<file path="config.mk">
export PLATFORM = sky130hd
export DESIGN_NAME = data_mem_access_ctrl
export DESIGN_NICKNAME = d
export VERILOG_FILES = /design/src/rtl/data_mem_access_ctrl_pkg.sv /design/src/rtl/data_mem_access_ctrl_lane_align.sv /design/src/rtl/data_mem_access_ctrl.sv
export SDC_FILE = /design/constraint.sdc
export NUM_CORES = 1
export LEC_CHECK = 0
export BUFFER_PORTS_ARGS = -buffer_cell sky130_fd_sc_hd__buf_4
export CAP_MARGIN = 20
export CORE_MARGIN = 4
export CORE_UTILIZATION = 50
export DETAILED_ROUTE_END_ITERATION = 10
export PLACE_DENSITY = 0.84
export SYNTH_ARGS = -nofsm -noshare
export SYNTH_HDL_FRONTEND = slang
export SYNTH_SLANG_ARGS = --single-unit
</file>
<file path="constraint.sdc">
create_clock -name clk -period 10.84 [get_ports clk]
set_input_delay 0.542 -clock clk [delete_from_list [all_inputs] [get_ports clk]]
set_output_delay 0.542 -clock clk [all_outputs]
set_load 0.05 [all_outputs]
</file>
<file path="src/rtl/data_mem_access_ctrl_pkg.sv">
// Shared types and constants for the data-memory access sequencer.
// Covers FSM state encoding, access sizes, RV64 funct3 codes and the alignment rule.
package data_mem_ctrl_pkg;

    typedef enum logic [2:0] {IDLE, READ, WRITE, DONE, ERR} dmem_state_t;

    localparam logic [1:0] SZ_B = 2'b00;
    localparam logic [1:0] SZ_H = 2'b01;
    localparam logic [1:0] SZ_W = 2'b10;
    localparam logic [1:0] SZ_D = 2'b11;

    localparam logic [2:0] F3_LB  = 3'b000;
    localparam logic [2:0] F3_LH  = 3'b001;
    localparam logic [2:0] F3_LW  = 3'b010;
    localparam logic [2:0] F3_LD  = 3'b011;
    localparam logic [2:0] F3_LBU = 3'b100;
    localparam logic [2:0] F3_LHU = 3'b101;
    localparam logic [2:0] F3_LWU = 3'b110;
    localparam logic [2:0] F3_SB  = 3'b000;
    localparam logic [2:0] F3_SH  = 3'b001;
    localparam logic [2:0] F3_SW  = 3'b010;
    localparam logic [2:0] F3_SD  = 3'b011;

    // An access is aligned when the byte offset is a multiple of its size.
    function automatic logic is_misaligned(input logic [2:0] off, input logic [1:0] size);
        logic bad;
        unique case (size)
            SZ_B:    bad = 1'b0;
            SZ_H:    bad = off[0];
            SZ_W:    bad = |off[1:0];
            default: bad = |off;
        endcase
        return bad;
    endfunction

endpackage

</file>
<file path="src/rtl/data_mem_access_ctrl_lane_align.sv">
// Byte-lane steering between a 64-bit memory word and a sized register value.
// Purely combinational: extracts and extends loads, merges store bytes into the read word.
module mem_lane_align
    import data_mem_ctrl_pkg::*;
(
    input  logic [2:0]  off_i,
    input  logic [1:0]  size_i,
    input  logic        unsigned_i,
    input  logic [63:0] rdata_i,
    input  logic [63:0] wdata_i,
    output logic [63:0] load_o,
    output logic [63:0] merge_o
);

    logic [5:0]  shamt;
    logic [63:0] field;
    logic [63:0] lane_mask;
    logic [63:0] shifted_mask;

    assign shamt = {off_i, 3'b000};

    always_comb begin
        field     = rdata_i >> shamt;
        lane_mask = '1;
        load_o    = field;
        unique case (size_i)
            SZ_B: begin
                lane_mask = 64'h0000_0000_0000_00FF;
                load_o    = {{56{~unsigned_i & field[7]}}, field[7:0]};
            end
            SZ_H: begin
                lane_mask = 64'h0000_0000_0000_FFFF;
                load_o    = {{48{~unsigned_i & field[15]}}, field[15:0]};
            end
            SZ_W: begin
                lane_mask = 64'h0000_0000_FFFF_FFFF;
                load_o    = {{32{~unsigned_i & field[31]}}, field[31:0]};
            end
            default: begin
                lane_mask = '1;
                load_o    = field;
            end
        endcase
        shifted_mask = lane_mask << shamt;
        merge_o      = (rdata_i & ~shifted_mask) | ((wdata_i << shamt) & shifted_mask);
    end

endmodule

</file>
<file path="src/rtl/data_mem_access_ctrl.sv">
// Load/store sequencer between the multicycle control FSM and a 64-bit data memory.
// Start is taken only in IDLE; Done pulses after RD_LATENCY+1 (load), +2 (sub-dword store), 2 (SD) or 1 (reject).
module data_mem_access_ctrl
    import data_mem_ctrl_pkg::*;
#(
    parameter int DATA_W     = 64,
    parameter int ADDR_W     = 64,
    parameter int RD_LATENCY = 1
) (
    input  logic              clk,
    input  logic              Reset,
    input  logic              Start,
    input  logic              IsStore,
    input  logic [2:0]        Funct3,
    input  logic [ADDR_W-1:0] Addr,
    input  logic [DATA_W-1:0] StoreData,
    input  logic [DATA_W-1:0] DMemRData,
    output logic [ADDR_W-1:0] DMemAddr,
    output logic              DMemWrite,
    output logic [DATA_W-1:0] DMemWData,
    output logic [DATA_W-1:0] LoadData,
    output logic              Busy,
    output logic              Done,
    output logic              Misaligned
);

    localparam logic [2:0] CNT_INIT = 3'(RD_LATENCY - 1);

    dmem_state_t       state_q;
    logic              store_q;
    logic [2:0]        f3_q;
    logic [2:0]        off_q;
    logic [2:0]        cnt_q;
    logic [ADDR_W-1:0] addr_q;
    logic [DATA_W-1:0] sdata_q;
    logic [DATA_W-1:0] wdata_q;
    logic [DATA_W-1:0] load_q;

    logic              bad_req;
    logic [DATA_W-1:0] ext_load;
    logic [DATA_W-1:0] merged;

    assign bad_req = is_misaligned(Addr[2:0], Funct3[1:0]) || (IsStore && Funct3[2]);

    mem_lane_align u_lane_align (
        .off_i      (off_q),
        .size_i     (f3_q[1:0]),
        .unsigned_i (f3_q[2]),
        .rdata_i    (DMemRData),
        .wdata_i    (sdata_q),
        .load_o     (ext_load),
        .merge_o    (merged)
    );

    always_ff @(posedge clk or posedge Reset) begin
        if (Reset) begin
            state_q <= IDLE;
            store_q <= 1'b0;
            f3_q    <= '0;
            off_q   <= '0;
            cnt_q   <= '0;
            addr_q  <= '0;
            sdata_q <= '0;
            wdata_q <= '0;
            load_q  <= '0;
        end else begin
            unique case (state_q)
                IDLE: begin
                    if (Start) begin
                        store_q <= IsStore;
                        f3_q    <= Funct3;
                        off_q   <= Addr[2:0];
                        sdata_q <= StoreData;
                        addr_q  <= {Addr[ADDR_W-1:3], 3'b000};
                        cnt_q   <= CNT_INIT;
                        if (bad_req) begin
                            state_q <= ERR;
                        end else if (IsStore && (Funct3[1:0] == SZ_D)) begin
                            // Full doubleword: nothing to preserve, skip the read.
                            wdata_q <= StoreData;
                            state_q <= WRITE;
                        end else begin
                            state_q <= READ;
                        end
                    end
                end
                READ: begin
                    if (cnt_q == 3'd0) begin
                        if (store_q) begin
                            wdata_q <= merged;
                            state_q <= WRITE;
                        end else begin
                            load_q  <= ext_load;
                            state_q <= DONE;
                        end
                    end else begin
                        cnt_q <= cnt_q - 3'd1;
                    end
                end
                WRITE:   state_q <= DONE;
                DONE:    state_q <= IDLE;
                ERR:     state_q <= IDLE;
                default: state_q <= IDLE;
            endcase
        end
    end

    // Strobes decode straight from the state register so reset kills them at once.
    assign DMemWrite  = (state_q == WRITE);
    assign Busy       = (state_q != IDLE);
    assign Done       = (state_q == DONE) || (state_q == ERR);
    assign Misaligned = (state_q == ERR);
    assign DMemAddr   = addr_q;
    assign DMemWData  = wdata_q;
    assign LoadData   = load_q;

endmodule

</file>
# Yosys cells after proc, flatten, opt, wreduce, memory -nomap -nowiden

Index checks and enable logic that the tools add are counted.

Equal/unequal tests: 15
$add $sub $neg: 1
Shift operators: 3
Reductions and logical operators: 17
Mux-type cells: 18
Bitwise logic cells: 9

Operator list:

| operator             | number |
|---|---|
| $pmux W64 S3         | 2 |
| $mux W64             | 5 |
| $and A64 B64 Y64     | 2 |
| $pmux W64 S2         | 1 |
| $shl A64 B6 Y64      | 2 |
| $not A64 Y64         | 1 |
| $or A64 B64 Y64      | 1 |
| $shr A64 B6 Y64      | 1 |
| $mux W3              | 5 |
| $ne A2 B2 Y1 const B | 6 |
| $pmux W3 S3          | 1 |
| $eq A2 B2 Y1 const B | 3 |
| $eq A3 B2 Y1 const B | 2 |
| $logic_not A3 Y1     | 2 |
| $pmux W3 S2          | 1 |
| $reduce_and A3 Y1    | 2 |
| $reduce_and A6 Y1    | 1 |
| $eq A2 B1 Y1 const B | 2 |
| $logic_not A2 Y1     | 2 |
| $reduce_and A2 Y1    | 2 |
| $and A1 B1 Y1        | 3 |
| $eq A3 B1 Y1 const B | 1 |
| $eq A3 B3 Y1 const B | 1 |
| $pmux W1 S3          | 1 |
| 10 further kinds     | 13 |

Input port bits: 199
Register bits after elaboration: 266
Output and inout bits: 196

# Depth between registers and ports, before layout

Depth after elaboration: 9
Gate-level depth with buffers: 10
Mapped depth without buffers: 8

# By module

From an unflattened synthesis, not the netlist that was laid out.

Cells, all modules: 1571
Area, all modules: 15363.5 µm²

Modules (own cells, without submodules):

| module               | instances | cells each | area each (µm²) | seq. area each (µm²) |
|---|---|---|---|---|
| data_mem_access_ctrl | 1         | 967        | 10706.5         | 6656.4 |
| mem_lane_align       | 1         | 604        | 4657.0          | 0.0 |

# Least setup slack after synthesis

OpenSTA, ideal clock, no wires.

Path type: reg2out
Start point: register state_q[1]
End point: output DMemWrite
Setup slack: 8.602 ns
Data arrival time: 1.696 ns
Stages on the path, launching flop included: 3
Buffers on the path: 1
Cells stage by stage: dfrtp_1 > buf_2 > nor3b_1

Word-level cells in the longest chain between the ends: 1

Ends and longest elaborated chain:

| element                | RTL line                    | RTL |
|---|---|---|
| from (decl)            | data_mem_access_ctrl.sv:29  | `dmem_state_t state_q;` |
| from (signal assigned) | data_mem_access_ctrl.sv:57  | `state_q <= IDLE;` |
| from (signal assigned) | data_mem_access_ctrl.sv:77  | `state_q <= ERR;` |
| from (signal assigned) | data_mem_access_ctrl.sv:81  | `state_q <= WRITE;` |
| $eq A3 B2 Y1           | data_mem_access_ctrl.sv:109 | `assign DMemWrite = (state_q == WRITE);` |
| to (decl)              | data_mem_access_ctrl.sv:19  | `output logic DMemWrite,` |

Every way passes these cells.

# Final worst setup path

Start point: register off_q[0]
End point: register wdata_q[55], in the netlist DMemWData[55]

Word-level cells in the longest chain between the ends: 7
Elaborated cells on any way between the ends: 9
Those cells by class: 2 x shift; 3 x mux; 4 x bitwise

Ends and longest elaborated chain:

| element                | RTL line                              | RTL |
|---|---|---|
| from (decl)            | data_mem_access_ctrl.sv:32            | `logic [2:0] off_q;` |
| from (signal assigned) | data_mem_access_ctrl.sv:72            | `off_q <= Addr[2:0];` |
| $shl A64 B6 Y64        | data_mem_access_ctrl_lane_align.sv:44 | `shifted_mask = lane_mask << shamt;` |
| $not A64 Y64           | data_mem_access_ctrl_lane_align.sv:45 | `merge_o = (rdata_i & ~shifted_mask) \| ((wdata_i << shamt) & shifted_mask);` |
| $and A64 B64 Y64       | data_mem_access_ctrl_lane_align.sv:45 |  |
| $or A64 B64 Y64 *      | data_mem_access_ctrl_lane_align.sv:45 |  |
| $mux W64 *             | data_mem_access_ctrl.sv:89            | `if (store_q) begin` |
| $mux W64 *             | data_mem_access_ctrl.sv:88            | `if (cnt_q == 3'd0) begin` |
| $pmux W64 S2 *         | data_mem_access_ctrl.sv:67            | `unique case (state_q)` |
| to (signal assigned)   | data_mem_access_ctrl.sv:80            | `wdata_q <= StoreData;` |
| to (signal assigned)   | data_mem_access_ctrl.sv:90            | `wdata_q <= merged;` |
| to (decl)              | data_mem_access_ctrl.sv:36            | `logic [DATA_W-1:0] wdata_q;` |

Every way passes the cells marked *; elsewhere a longest branch is shown, timed or not. The select of a mux whose other input is x is not followed.
A chain may end at the register's enable or synchronous reset.

==> run_results.csv <==
group,metric,value,unit
global_routing,grt_antenna_before_repair,1,
die,die_h,180,um
sta,hold_viol_final,0,
critical_path,critPathMaxFanout,77,
critical_path,startpoint_type,"register",
routing,vias,13200,
clock_tree,clock_latency,0.58,ns
die,fp.dieArea,0.0323,mm^2
critical_path,endpoint_kind,"register",
critical_path,cp_slowest_cell,"a2111oi_4",
clock_tree,post-cts-setup-buffers,0,
synth,syn_area,0.0148,mm^2
synth,ys_types,60,
placed_design,place_ws,6.87,ns
clock_tree,cts_max_level,1,
power_and_ir_drop,ir_drop,276,uV
clock_tree,cts_tree,"done",
power_and_ir_drop,comb_power_share,58.8,%
placed_design,dp_hpwl,40.7,mm
die,start_util,51.0,%
sta,rsz0062_at_grt,"false",
routing,drt_iter0_drc,1632,
critical_path,r2r-start,"off_q[0]",
power_and_ir_drop,p_int,3.74,mW
routing,wl,54.4,mm
synth,ys_seq_area_share,45.1,%
clock_tree,root_buffer,"clkbuf_16",
final_layout,fin_util,65.0,%
clock_tree,clkTransAtPathRegs,0.06,ns
clock_tree,cts_resized,0,
die,rows,62,
die,die_w,180,um
global_routing,grt-ovfl-total,0,
synth,synth_most_common_cell,"dfrtp_1",
global_routing,grt_usage,32.1,%
run,cap_violations,0,
synth,yosysTopAreaCell,"dfrtp_1",
power_and_ir_drop,power_density,399,mW/mm^2
clock_tree,cts_made_buffers,30,
hold_path,hp-class,"input pin to async pin",
global_routing,grt_pass1_wl,81.5,mm
sta,setup_slack,6.83,ns
power_and_ir_drop,swShare,50.1,%
critical_path,r2r_cells,6,
power_and_ir_drop,pwr-share-seq,26.7,%
global_routing,grt_max_degree,118,
power_and_ir_drop,power,7.50,mW
clock_tree,clockBufferDepth,3,
critical_path,required,11.25,ns
sta,whs,0.0884,ns
routing,vias_per_cell,6.27,
critical_path,cp.arrival,4.42,ns
final_layout,final_nets,1900,
placed_design,place.gp.congestion,0.962,
final_layout,drive_gt1_share,40.0,%
critical_path,r2r_slack,6.83,ns
die,coreArea,0.0289,mm^2
synth,synth_flop_cell,"dfrtp_1",
sta,max_freq,0.249,GHz
routing,firstDrtPassIters,5,
sta,finalSetupViolations,0,
power_and_ir_drop,clockPowerShare,14.6,%
synth,postSynthAreaPerCell,10.7,um^2
synth,yosys-top-cells-area,"dfrtp_1, mux2_2, mux4_2",
critical_path,critPathKind,"register to register",
power_and_ir_drop,power_leakage,8.23,nW
synth,ys_async_sr_fraction,100,%
synth,synth_top_cell_area_share,45.1,%
critical_path,critPathMaxStageDelay,0.96,ns
sta,tightest_slew,1.05,ns
final_layout,area_growth,27.4,%
critical_path,path_cells,"buf_4 > inv_1 > a2111oi_4 > o211ai_1 > o211ai_1 > a31oi_1",
sta,slew_violations,0,
synth,synth_commonest_cells,"dfrtp_1, nand2_1, mux2_2, nor2_1, mux2i_1",
run_status,status,"complete, no violations",
sta,finalCritPeriodShare,37.0,%
critical_path,cp_common_cell,"o211ai_1",
sta,skew,0.0157,ns
global_routing,grt_pass1_vias,13300,
routing,wl_per_cell,25.8,um
sta,slew_headroom,29.9,%
synth,yosys_register_bits,266,
synth,synth_edf_count,0,
clock_tree,postCtsHoldBufs,0,
synth,yosysWarningCount,0,
routing,final_antenna_net_count,0,
sta,tns,0,ns
placed_design,io_buffers,391,
die,io_pins,395,
clock_tree,numClockSinks,266,
power_and_ir_drop,switchingPower,3.75,mW
sta,fin_crit,4.01,ns
routing,drc_errors,0,
synth,netlist_instances,1383,
critical_path,reg2reg_to,"DMemWData[55]",
[through the flow]
stage | instance area, um^2 | instances
after CTS | 18700 | 2104
after global placement | 17600 | 2047
after floorplan | 14800 | 1385
final | 18800 | 2108
after detailed placement | 17700 | 2048
after global routing | 18800 | 2107
[per-layer routing]
metal  GRT usage (%)  share of wire (%)
met1            40.7                 37
met2            52.6                 47
met3            7.54                 11
met4            14.7                5.5
met5               0                  0
[how the worst max path moves through the flow]
stage | start | endpoint
after floorplan | Reset | DMemAddr[10]
after global placement | off_q[0] | DMemWData[49]
after detailed placement | off_q[0] | DMemWData[49]
after CTS | off_q[0] | DMemWData[55]
after global routing | off_q[0] | DMemWData[55]
final | off_q[0] | DMemWData[55]
[cells in the final DEF, fill, tap and decap left out, drive strengths merged, types with 31 or more instances in the layout]
master / instances
buf: 408
dfrtp: 266
nand2: 213
mux2: 163
nor2: 106
mux2i: 74
a31oi: 66
o21ai: 65
clkbuf: 38
mux4: 36
o32a: 32
a21oi: 31
[state kept, by name, summed over array words and instances, names as in the netlist, 3 cells and up]
register,cells
DMemAddr,61
DMemWData,64
LoadData,64
cnt_q,3
f3_q,3
off_q,3
sdata_q,64
state_q,3
[critical path, delay by kind of cell, from the launching register on]
kind | cells | cell delay (ns)
AO/OA/AOI/OAI | 4 | 1.47
buffers and inverters | 2 | 1.43
flip-flops | 1 | 0.93
[kinds of logic after synthesis]
group                      synth area share, %
buffers and inverters                     4.93
other                                   0.0254
DFF                                       45.1
adders and majority gates                0.170
muxes                                     23.0
AOI/OAI and AO/OA                         16.3
and+or+nand+nor                           10.5
[power by group through the flow]
stage | registers [mW] | logic, mW | clock network, mW
after floorplan | 2.99 | 2.06 | 0
after global placement | 1.96 | 4.28 | 0
after detailed placement | 1.99 | 4.35 | 0
after CTS | 1.98 | 4.36 | 1.10
after global routing | 2.05 | 4.64 | 1.14
final | 2.00 | 4.41 | 1.09
[final cells by class]
cell class | instances | area [um^2]
antenna | 1 | 2.50
clock buffer | 38 | 821
clock inverter | 18 | 248
fill | 2200 | 10100
inverter | 14 | 60.1
multi-input combinational | 979 | 7410
sequential | 266 | 6660
tap | 384 | 480
timing repair buffer | 408 | 3120
Note: power is estimated with default switching activity, not from simulation.
